$ cat src/rtl/udp_payload_framer.sv
`timescale 1ns/1ps
// Ring-buffer read-side framer: drains PAYLOAD_LEN bytes and emits header + payload on a valid/ready stream.
// Optional XOR trailer beat is built only when FRAMER_TRAILER_EN is defined.
module udp_payload_framer #(
    parameter int unsigned PAYLOAD_LEN = 256,
    parameter int unsigned FILL_W      = 11
) (
    input  logic              rclk,
    input  logic              rst_n,
    input  logic [FILL_W-1:0] fill_counter,
    output logic              rd_en,
    input  logic              rd_valid,
    input  logic [7:0]        rd_data,
    output logic [7:0]        m_tdata,
    output logic              m_tvalid,
    input  logic              m_tready,
    output logic              m_tlast,
    output logic              busy,
    output logic [15:0]       seq
);
    localparam logic [FILL_W-1:0] LEN_C  = FILL_W'(PAYLOAD_LEN);
    localparam logic [FILL_W-1:0] LAST_C = FILL_W'(PAYLOAD_LEN - 1);
    localparam logic [15:0]       LEN16  = 16'(PAYLOAD_LEN);

    typedef enum logic [1:0] {IDLE, HDR, PAY, TRL} state_t;
    state_t state, state_next;

    logic [1:0]        beat;
    logic [FILL_W-1:0] issued;
    logic [FILL_W-1:0] sent;
    logic              in_flight;
    logic [7:0]        skid0;
    logic [7:0]        skid1;
    logic [1:0]        skid_cnt;
    logic [1:0]        occ;
    logic              push;
    logic              pop;
`ifdef FRAMER_TRAILER_EN
    logic [7:0]        xor_acc;
`endif

    assign pop  = (state == PAY) && m_tvalid && m_tready;
    assign push = rd_valid && in_flight;
    assign busy = (state != IDLE);

    // The slot freed by this cycle's pop counts as free, so a held-ready stream has no bubbles.
    assign occ   = skid_cnt - {1'b0, pop} + {1'b0, in_flight};
    assign rd_en = ((state == HDR) || (state == PAY)) && (issued < LEN_C) && (occ < 2'd2);

    always_comb begin
        state_next = state;
        m_tvalid   = 1'b0;
        m_tdata    = '0;
        m_tlast    = 1'b0;
        case (state)
            IDLE: begin
                if (fill_counter >= LEN_C) state_next = HDR;
            end
            HDR: begin
                m_tvalid = 1'b1;
                case (beat)
                    2'd0:    m_tdata = seq[15:8];
                    2'd1:    m_tdata = seq[7:0];
                    2'd2:    m_tdata = LEN16[15:8];
                    default: m_tdata = LEN16[7:0];
                endcase
                if (m_tready && (beat == 2'd3)) state_next = PAY;
            end
            PAY: begin
                m_tvalid = (skid_cnt != 2'd0);
                m_tdata  = skid0;
`ifdef FRAMER_TRAILER_EN
                if (m_tvalid && m_tready && (sent == LAST_C)) state_next = TRL;
`else
                m_tlast = m_tvalid && (sent == LAST_C);
                if (m_tvalid && m_tready && (sent == LAST_C)) state_next = IDLE;
`endif
            end
`ifdef FRAMER_TRAILER_EN
            TRL: begin
                m_tvalid = 1'b1;
                m_tdata  = xor_acc;
                m_tlast  = 1'b1;
                if (m_tready) state_next = IDLE;
            end
`endif
            default: state_next = IDLE;
        endcase
    end

    always_ff @(posedge rclk or negedge rst_n) begin
        if (!rst_n) begin
            state     <= IDLE;
            seq       <= '0;
            beat      <= '0;
            issued    <= '0;
            sent      <= '0;
            in_flight <= 1'b0;
            skid0     <= '0;
            skid1     <= '0;
            skid_cnt  <= '0;
        end else begin
            state     <= state_next;
            in_flight <= rd_en;
            if (state == IDLE) begin
                beat   <= '0;
                issued <= '0;
                sent   <= '0;
            end else begin
                if (rd_en) issued <= issued + FILL_W'(1);
                if ((state == HDR) && m_tready) beat <= beat + 2'd1;
                if (pop) sent <= sent + FILL_W'(1);
            end
            if (m_tvalid && m_tready && m_tlast) seq <= seq + 16'd1;
            case ({push, pop})
                2'b10: begin
                    if (skid_cnt == 2'd0) skid0 <= rd_data;
                    else                  skid1 <= rd_data;
                    skid_cnt <= skid_cnt + 2'd1;
                end
                2'b01: begin
                    skid0    <= skid1;
                    skid_cnt <= skid_cnt - 2'd1;
                end
                2'b11: begin
                    if (skid_cnt == 2'd1) begin
                        skid0 <= rd_data;
                    end else begin
                        skid0 <= skid1;
                        skid1 <= rd_data;
                    end
                end
                default: ;
            endcase
        end
    end

`ifdef FRAMER_TRAILER_EN
    always_ff @(posedge rclk or negedge rst_n) begin
        if (!rst_n)             xor_acc <= '0;
        else if (state == IDLE) xor_acc <= '0;
        else if (pop)           xor_acc <= xor_acc ^ skid0;
    end
`endif

endmodule
$ cat config.mk
export PLATFORM = sky130hd
export DESIGN_NAME = udp_payload_framer
export DESIGN_NICKNAME = d
export VERILOG_FILES = /design/src/rtl/udp_payload_framer.sv
export SDC_FILE = /design/constraint.sdc
export NUM_CORES = 1
export LEC_CHECK = 0
export ABC_AREA = 1
export BUFFER_PORTS_ARGS = -buffer_cell sky130_fd_sc_hd__buf_4
export CAP_MARGIN = 20
export CORE_ASPECT_RATIO = 0.6
export CORE_MARGIN = 5
export CORE_UTILIZATION = 50
export CTS_BUF_LIST = sky130_fd_sc_hd__clkbuf_16
export DETAILED_ROUTE_END_ITERATION = 8
export PLACE_DENSITY = 0.7
export SLEW_MARGIN = 25
export SYNTH_ARGS = -nofsm -noshare
export SYNTH_HDL_FRONTEND = slang
export SYNTH_SLANG_ARGS = --single-unit
$ cat constraint.sdc
create_clock -name rclk -period 2.8 [get_ports rclk]
set_input_delay 0 -clock rclk [delete_from_list [all_inputs] [get_ports rclk]]
set_output_delay 0 -clock rclk [all_outputs]
set_load 0.02 [all_outputs]
==> summary.md, run 1 <==
| Metric | Value |
|---|---|
| Syn avg cell area | `6.95 um^2` |
| Placer congestion estimate | `between 0.9 and 1` |
| Synth Register Bits | `61` |
| Synth top area share | `0.379` |
| Final Hold Slack | `roughly 51 ps` |
| Pwr per Cell Area | `763 nW/um^2` |
| R2R setup slack | `290 ps` |
| Overflow after GRT | `0` |
| Vias in the first global route | `3566` |
| Via density per instance | `5.13` |
| Routed vias | `3829` |
| P&R area growth vs syn | `20.2%` |
| WHS Path Cells | `3` |
| Commonest non-fill, non-tap cell in the layout | `nand2_1` |
| Status | `finished, final reports clean` |
| Worst Reg-to-Reg Cells | `12` |
| Critical path's slowest cell | `dfrtp_1` |
| CP Launch Type | `flop` |
| Clk Tree Root Cell | `clkbuf_16` |
| Pwr Total | `3690 uW` |
| RSZ-0062 raised after global routing | `false` |
| Initial Util | `0.512` |
| Critical path endpoint category | `primary output` |
| Hold buffer count at CTS | `9` |
| CP top delay family | `buffers and inverters` |
| Gate Count Post-Synth | `579` |
| Worst endpoint required time | `2800 ps` |
| Synth top area cells | `dfrtp_1, nand2_1, ha_1, inv_1, nand3_1` |
| Slew margin rel. | `0.469` |
| CP bufs+invs | `6` |
| Mapped cell area | `a little over 4000 um^2` |
| Initial antenna violation count | `0` |
| Maxcap violations | `0` |
| CTS Buf Count | `9` |
| Worst-path fanout max | `10` |
| Clock slew at reported path FFs | `50 ps` |
| Clk Latency, worst-skew pair | `330 ps` |
| Final cycle utilization of the critical path | `0.913` |
| Fmax | `0.391 GHz` |
| Number of port buffers | `42` |
| Htree depth | `3` |
| Share of layout cells above drive strength 1 | `0.139` |
| Arrival @ worst endpoint | `2560 ps` |
| Syn Nets | `621` |
| Antenna diodes | `0` |
| First-pass GRT wire length | `17000 um` |
| CTS sink count | `61` |
| Total wire length | `9920 um` |
| Worst slew pin tran | `797 ps` |
| CTS max path bufs | `2` |
| CTS tree | `built` |
| Die X | `126 um` |
| Netlist cell types | `31` |
| Min-delay worst type | `input port to flop` |
| HP Start | `m_tready` |
| Post-cts sizing count | `0` |
| Final setup TNS | `0 ps` |
| Clk_skew | `6.48 ps` |
| Area leader, netlist | `dfrtp_1` |
| Die Area | `10000 um^2` |
| Most frequent cells in the layout | `nand2_1, inv_1, dfrtp_1, nor2_1, buf_4` |
| Slew Viols, Final | `0` |
| 1st-pass router iterations | `6` |
| Die H | `79.5 um` |
| Post-DRT Antenna Nets | `0` |
| Final nets | `676` |
| HPWL Detailed | `7050 um` |
| Sequential share of the synthesized area | `0.379` |
| Post-CTS setup buffer count | `0` |
| Reg-to-Reg Start | `skid_cnt[1]` |
| Crit-path max cell delay | `~420 ps` |
| Rows | `25` |
| Initial DRC Count | `248` |
| Core Box Area | `7850 um^2` |
| GR Util All Layers | `0.209` |
| Fin crit period | `2560 ps` |
| DP Worst Slack | `around 320 ps` |
| Routed length per instance | `roughly 13 um` |
| Worst setup margin | `243 ps` |
| CP Class | `flop to primary output` |
| Worst Hold Path EP | `beat[0]` |
| RR Endpoint | `skid0[1]` |
| Warning count from the yosys run | `0` |
| Leakage | `0.00244 uW` |
| DRC viols | `0` |
| I/O Pins | `just over 50` |
| Critical path cell sequence | `inv_1 > ha_1 > inv_2 > nand2_2 > nand2_2 > nand4_4 > inv_4 > ha_1 > xor2_1 > nand2_1 > nand3_1 > buf_4 > inv_1 > buf_4` |
| Largest net degree at the start of global routing | `62` |
| Maximum VDD drop | `0.454 mV` |
| Endpoints failing setup | `0` |
| Count of final hold-check violations | `0` |
-- stage by stage --
| step | cells | area (um^2) | utilization |
|---|---|---|---|
| final | 747 | 4830 | 0.616 |
| after global routing | 747 | 4830 | 0.616 |
| after CTS | 747 | 4830 | 0.616 |
| after detailed placement | 722 | 4440 | 0.565 |
| after global placement | 722 | 4440 | 0.565 |
| after floorplan | 579 | 4020 | - |
-- report_power, final --
part / leakage [uW] / switching [uW] / internal (uW)
logic: 0.00148 / 919 / 443
registers: 0.000802 / 119 / 1050
clock network: 0.000155 / 386 / 765
-- cell usage after synthesis (all sizes together) --
master and n:
a21oi 25, nand2 213, nand4 22, dfrtp 61
inv 69, o22ai 6, ha 19, o21ai 24
nand3 47, clkbuf 2, a211oi 1, xnor2 4
o211ai 1, nor2 58, and2 1, o21bai 2
xor2 6, nor3 5, buf 13
-- worst max-delay path by stage --
stage	slack, ps	startpoint	cells after the start	to
finish	240	skid_cnt[1]	14	rd_en
global route	20	skid_cnt[1]	14	rd_en
CTS	220	skid_cnt[1]	14	rd_en
detailed placement	320	skid_cnt[1]	12	skid0[5]
global placement	420	skid_cnt[1]	12	skid0[3]
floorplan	570	skid_cnt[1]	15	skid1[4]
-- tightest hold or removal path, stage by stage --
cell and delay (ps):
buf_4 140, nand2_1 120, a21oi_1 80
-- sequential cells by signal, indices dropped and copies added (netlist names) --
register and flops:
skid1 8, skid_cnt 2, issued 11, sent 11
in_flight 1, skid0 8, beat 2, seq 16
state 2
-- cells by family (layout without fill, tap and decap cells) --
logic type               count (synthesis)  count (layout)  synth area share
flip-flops                              61              61             0.379
AND/OR/NAND/NOR                        346             346             0.371
AO/OA/AOI/OAI                           59              59            0.0799
XOR/XNOR                                10              10            0.0218
buffers and inverters                   84             144            0.0890
adder cells (fa/ha/maj)                 19              19            0.0591
-- layout make-up --
cell class | count | area (um^2)
clock inverters | 7 | 81.3
fillers | 750 | 3020
clock buffers | 9 | 225
multi-input cells | 434 | 2140
repair buffers | 59 | 465
flip-flops and latches | 61 | 1530
well taps | 108 | 135
inverters | 69 | 262
-- routing by layer --
layer  vias up  share of wire  track usage
li1       1954              -            -
met4         0          0.012       0.0600
met3        16          0.069       0.0515
met5         -              0            0
met2       109           0.43        0.318
met1      1750           0.49        0.298
No activity file was read; power rests on OpenSTA's default activity.
==> run 2, diff against run 1 <==
Settings changed: CELL_PAD_IN_SITES_DETAIL_PLACEMENT set to 1, CELL_PAD_IN_SITES_GLOBAL_PLACEMENT set to 1, CORE_UTILIZATION 50 to 42, PLACE_DENSITY 0.7 to not set, PLACE_DENSITY_LB_ADDON set to 0.1.
==> summary.md, run 2 (same netlist as run 1, synthesis figures left out) <==
| Metric | Value |
|---|---|
| GR Util All Layers | `0.215` |
| Switch share | `0.398` |
| RSZ-0062 raised after global routing | `false` |
| First-pass GRT wire length | `20100 um` |
| Fin crit period | `around 2600 ps` |
| Endpoints failing setup | `0` |
| Most frequent cells in the layout | `nand2_1, inv_1, dfrtp_1, nor2_1, buf_4` |
| Min-delay worst type | `input port to flop` |
| Fmax | `0.388 GHz` |
| Clk_skew | `~3.6 ps` |
| Placed insts | `approximately 740` |
| Seq. cell area | `1530 um^2` |
| Via density per instance | `5.13` |
| Antenna diodes | `0` |
| HP Start | `m_tready` |
| CTS sink count | `61` |
| Clk Latency, worst-skew pair | `around 330 ps` |
| P&R area growth vs syn | `21.2%` |
| Status | `finished, final reports clean` |
| Multi-input logic area | `2140 um^2` |
| Die H | `85.8 um` |
| Post-placement cell area | `4460 um^2` |
| Slew Viols, Final | `0` |
| Die Area | `11700 um^2` |
| Total wire length | `approximately 12000 um` |
| Clock power frac | `0.309` |
| Reg-to-Reg Start | `state[1]` |
| Psw | `1510 uW` |
| Maximum VDD drop | `0.447 mV` |
| Internal power | `2280 uW` |
| CTS Buf Count | `9` |
| Logic pwr share | `0.382` |
| Final nets | `a little under 700` |
| Routed vias | `3950` |
| Final Util | `0.527` |
| Initial DRC Count | `100` |
| Placer congestion estimate | `0.798` |
| Initial antenna violation count | `0` |
| Arrival @ worst endpoint | `2580 ps` |
| Core Box Area | `around 9300 um^2` |
| Slew margin rel. | `0.455` |
| Number of port buffers | `42` |
| # fillers | `1239` |
| Initial Util | `0.435` |
| DRC viols | `0` |
| Largest net degree at the start of global routing | `62` |
| HPWL Detailed | `between 8000 and 9000 um` |
| WHS Path Cells | `3` |
| Share of layout cells above drive strength 1 | `0.145` |
| Htree depth | `3` |
| R2R setup slack | `around 350 ps` |
| Register with the most flip-flops | `seq` |
| Leakage | `roughly 0.0024 uW` |
| Pwr per Cell Area | `777 nW/um^2` |
| Max reg flops | `16` |
| Final setup TNS | `0 ps` |
| Finished Cell Area | `4870 um^2` |
| Critical path endpoint category | `primary output` |
| Final cycle utilization of the critical path | `0.922` |
| Die X | `between 100 and 150 um` |
| RR Endpoint | `skid0[3]` |
| Clk Tree Root Cell | `clkbuf_16` |
| Commonest non-fill, non-tap cell in the layout | `nand2_1` |
| Count of final hold-check violations | `0` |
| Post-DRT Antenna Nets | `0` |
| Worst Reg-to-Reg Cells | `9` |
| Maxcap violations | `0` |
| Sequential cell fraction of total power | `0.309` |
| CTS max path bufs | `2` |
| Worst endpoint required time | `2800 ps` |
| 1st-pass router iterations | `4` |
| I/O Pins | `51` |
| Largest registers | `seq: 16 flops, issued: 11 flops, sent: 11 flops` |
| Worst-path fanout max | `12` |
| Worst slew pin tran | `818 ps` |
| CP Class | `flop to primary output` |
| Worst Hold Path EP | `beat[0]` |
| Rows | `27` |
| Clock slew at reported path FFs | `50 ps` |
| Final std cells w/o fill | `770` |
| Vias in the first global route | `4166` |
| CP Launch Type | `flop` |
| Routed length per instance | `15.3 um` |
| CTS tree | `built` |
| Overflow after GRT | `0` |
==> run 2: power groups by stage <==
stage | logic, uW | clock network (uW) | registers, uW
floorplan | 998 | 0 | 1150
finish | 1450 | 1170 | 1170
global route | 1650 | 1240 | 1190
CTS | 1440 | 1190 | 1170
global placement | 1360 | 0 | 1180
detailed placement | 1420 | 0 | 1180
==> run 2: through the flow <==
stage	hold WS (ps)	total power, uW	setup WS [ps]
floorplan	-296	2150	570
global placement	151	2530	410
detailed placement	150	2610	284
CTS	50.5	3800	30.5
global route	79.0	4080	41.6
finish	60.0	3790	220
==> run 2: critical path, stage by stage, from the launching register on <==
cell and delay [ps]:
dfrtp_1 430, inv_1 100, ha_1 430, nand4_4 160, inv_6 130, ha_1 240, inv_1 80, nand2_1 50
nand2_1 60, nand3_1 120, buf_4 210, inv_2 90, buf_4 140
==> run 2: final cells by class <==
class,instances,area share
flip-flops and latches,61,0.313
multi-input cells,434,0.439
inverters,69,0.0542
repair buffers,60,0.0970
well taps,130,0.0334
clock inverters,7,0.0169
clock buffers,9,0.0462
==> run 2: routing by layer <==
layer  wire length [um]  GRT usage  vias up
met5                  0          0        -
li1                   -          -     1957
met1               5940      0.291     1910
met2               5260      0.349       72
met4                114     0.0531        0
met3                464     0.0522       11
==> run 2: timing repair <==
item / in CTS / in global routing
hold buffers: 9 / 0
buffers inserted: 0 / 1
setup endpoints to repair: 0 / 1
resized for setup: 0 / 3
endpoints found under the hold margin: 72 / 0
==> run 2: worst max-delay path by stage <==
stage                           start  endpoint  slack (ps)  depth (start not counted)
after floorplan           skid_cnt[1]  skid1[4]         570                         15
after CTS                 skid_cnt[1]     rd_en          30                         15
after detailed placement  skid_cnt[1]  skid0[3]         280                         12
after global placement    skid_cnt[1]  skid0[3]         410                         12
after global routing      skid_cnt[0]     rd_en          40                         15
final                        state[1]     rd_en         220                         12
==> run 3, diff against run 2 <==
Settings changed: CORE_UTILIZATION 42 to 38.
Clock period 2.8 ns to 2.3 ns, I/O delays scaled along.
==> summary.md, run 3 (same netlist as run 1, synthesis figures left out) <==
| Metric | Value |
|---|---|
| Status | `finished, final reports clean` |
| Vias in the first global route | `4057` |
| Count of final hold-check violations | `0` |
| Critical path endpoint category | `primary output` |
| Die H | `89.7 um` |
| Maxcap violations | `0` |
| Final nets | `approximately 690` |
| Finished Cell Area | `5090 um^2` |
| CP Launch Type | `flop` |
| Max reg flops | `16` |
| P&R area growth vs syn | `26.5%` |
| End of the critical path | `rd_en` |
| Final Hold Slack | `77.9 ps` |
| Die X | `143 um` |
| Worst setup margin | `132 ps` |
| CTS sink count | `61` |
| Largest registers | `seq: 16 flops, issued: 11 flops, sent: 11 flops` |
| Reg-to-Reg Start | `state[0]` |
| Most frequent cells in the layout | `nand2_1, buf_4, dfrtp_1, inv_1, nor2_1` |
| CTS tree | `built` |
| Fin crit period | `2170 ps` |
| Multi-input logic area | `2210 um^2` |
| Post-placement cell area | `4540 um^2` |
| # fillers | `1354` |
| Slew margin rel. | `0.457` |
| Final setup TNS | `0 ps` |
| First-pass GRT wire length | `approximately 20000 um` |
| CP Class | `flop to primary output` |
| Min-delay worst type | `input port to flop` |
| Worst slew pin tran | `between 800 and 900 ps` |
| Register with the most flip-flops | `seq` |
| Slew Viols, Final | `0` |
| Overflow after GRT | `0` |
| GR Util All Layers | `0.197` |
| Clk Tree Root Cell | `clkbuf_16` |
| Core Box Area | `approximately 10000 um^2` |
| CTS Buf Count | `9` |
| 1st-pass router iterations | `4` |
| HP Start | `m_tready` |
| Clk Latency, worst-skew pair | `330 ps` |
| Worst Reg-to-Reg Cells | `13` |
| RSZ-0062 raised after global routing | `false` |
| CP Launch Point | `state[0]` |
| Fmax | `0.461 GHz` |
| HPWL Detailed | `8800 um` |
| Initial Util | `0.385` |
| Initial antenna violation count | `0` |
| DP Worst Slack | `-9.78 ps` |
| Htree depth | `3` |
| Die Area | `12800 um^2` |
| Largest net degree at the start of global routing | `62` |
| Maximum VDD drop | `0.499 mV` |
| Rows | `29` |
| Pwr per Cell Area | `990 nW/um^2` |
| Number of port buffers | `42` |
| Total wire length | `between 10000 and 15000 um` |
| Clk_skew | `5.73 ps` |
| Final cycle utilization of the critical path | `0.942` |
| Worst-path fanout max | `3` |
| Share of layout cells above drive strength 1 | `0.180` |
| Clock slew at reported path FFs | `50 ps` |
| CTS max path bufs | `2` |
| Initial DRC Count | `118` |
| Antenna diodes | `0` |
| Routed length per instance | `15.1 um` |
| DRC viols | `0` |
| Leakage | `approximately 0.0025 uW` |
| Via density per instance | `4.95` |
| Post-DRT Antenna Nets | `0` |
| Arrival @ worst endpoint | `2170 ps` |
| Routed vias | `3922` |
| R2R setup slack | `210 ps` |
| RR Endpoint | `skid1[4]` |
| Endpoints failing setup | `0` |
| Placer congestion estimate | `just under 0.8` |
| Commonest non-fill, non-tap cell in the layout | `nand2_1` |
| Seq. cell area | `1530 um^2` |
| Worst endpoint required time | `2300 ps` |
| Pwr Total | `roughly 5000 uW` |
| I/O Pins | `around 50` |
run 3: changes by cell type in the layout (fill, tap and decap cells not counted), sizes merged:
cell and delta:
clkinv -1, bufinv +1, buf +14
run 3: timing repair:
item / CTS / global route
endpoints found under the hold margin: 72 / 0
cloned: 0 / 0
endpoints found under the setup margin: 6 / 14
pin swaps: 0 / 3
setup buffers: 3 / 3
gates resized for setup: 12 / 10
hold buffers: 9 / 0
run 3: worst min path at each step:
stage | to | slack [ps] | cells after the start
after global placement | skid1[6] | 150 | 1
final | beat[0] | 80 | 3
after detailed placement | skid1[6] | 150 | 1
after global routing | beat[0] | 90 | 3
after floorplan | beat[0] | -300 | 0
after CTS | beat[0] | 60 | 3
run 3: layer usage:
layer,global-route usage,vias to the layer above,part of all wire
met4,0.0414,0,0.0079
met2,0.328,51,0.45
met5,0,-,0
met1,0.268,1883,0.50
li1,-,1978,-
met3,0.0413,10,0.036
run 3: critical path, cell delays in order (launching register included):
cell and delay, ps:
dfrtp_1 400, inv_2 120, ha_4 160, nand2_4 70
nand2_4 90, nand4_4 100, inv_4 80, ha_2 260
inv_2 50, nand2_1 40, nand2_1 70, nand3_2 80
buf_6 130, inv_2 60, buf_6 110
run 3: per-stage QoR:
step | instances | utilization
2_1_floorplan | 579 | -
3_3_place_gp | 762 | 0.435
3_5_place_dp | 762 | 0.435
4_1_cts | 790 | 0.480
5_1_grt | 793 | 0.487
6_report | 793 | 0.487
run 3: cell type report:
cell class	count	area share
multi-input combinational	434	0.433
clock buffer	9	0.0443
sequential	61	0.300
inverter	69	0.0519
timing repair buffer	74	0.115
tap	139	0.0342
clock inverter	7	0.0209
run 3: power by group:
group          total, uW  internal, uW  switching (uW)
combinational       2100           782            1320
sequential          1420          1280             131
clock               1530          1040             482
total               5040          3110            1930
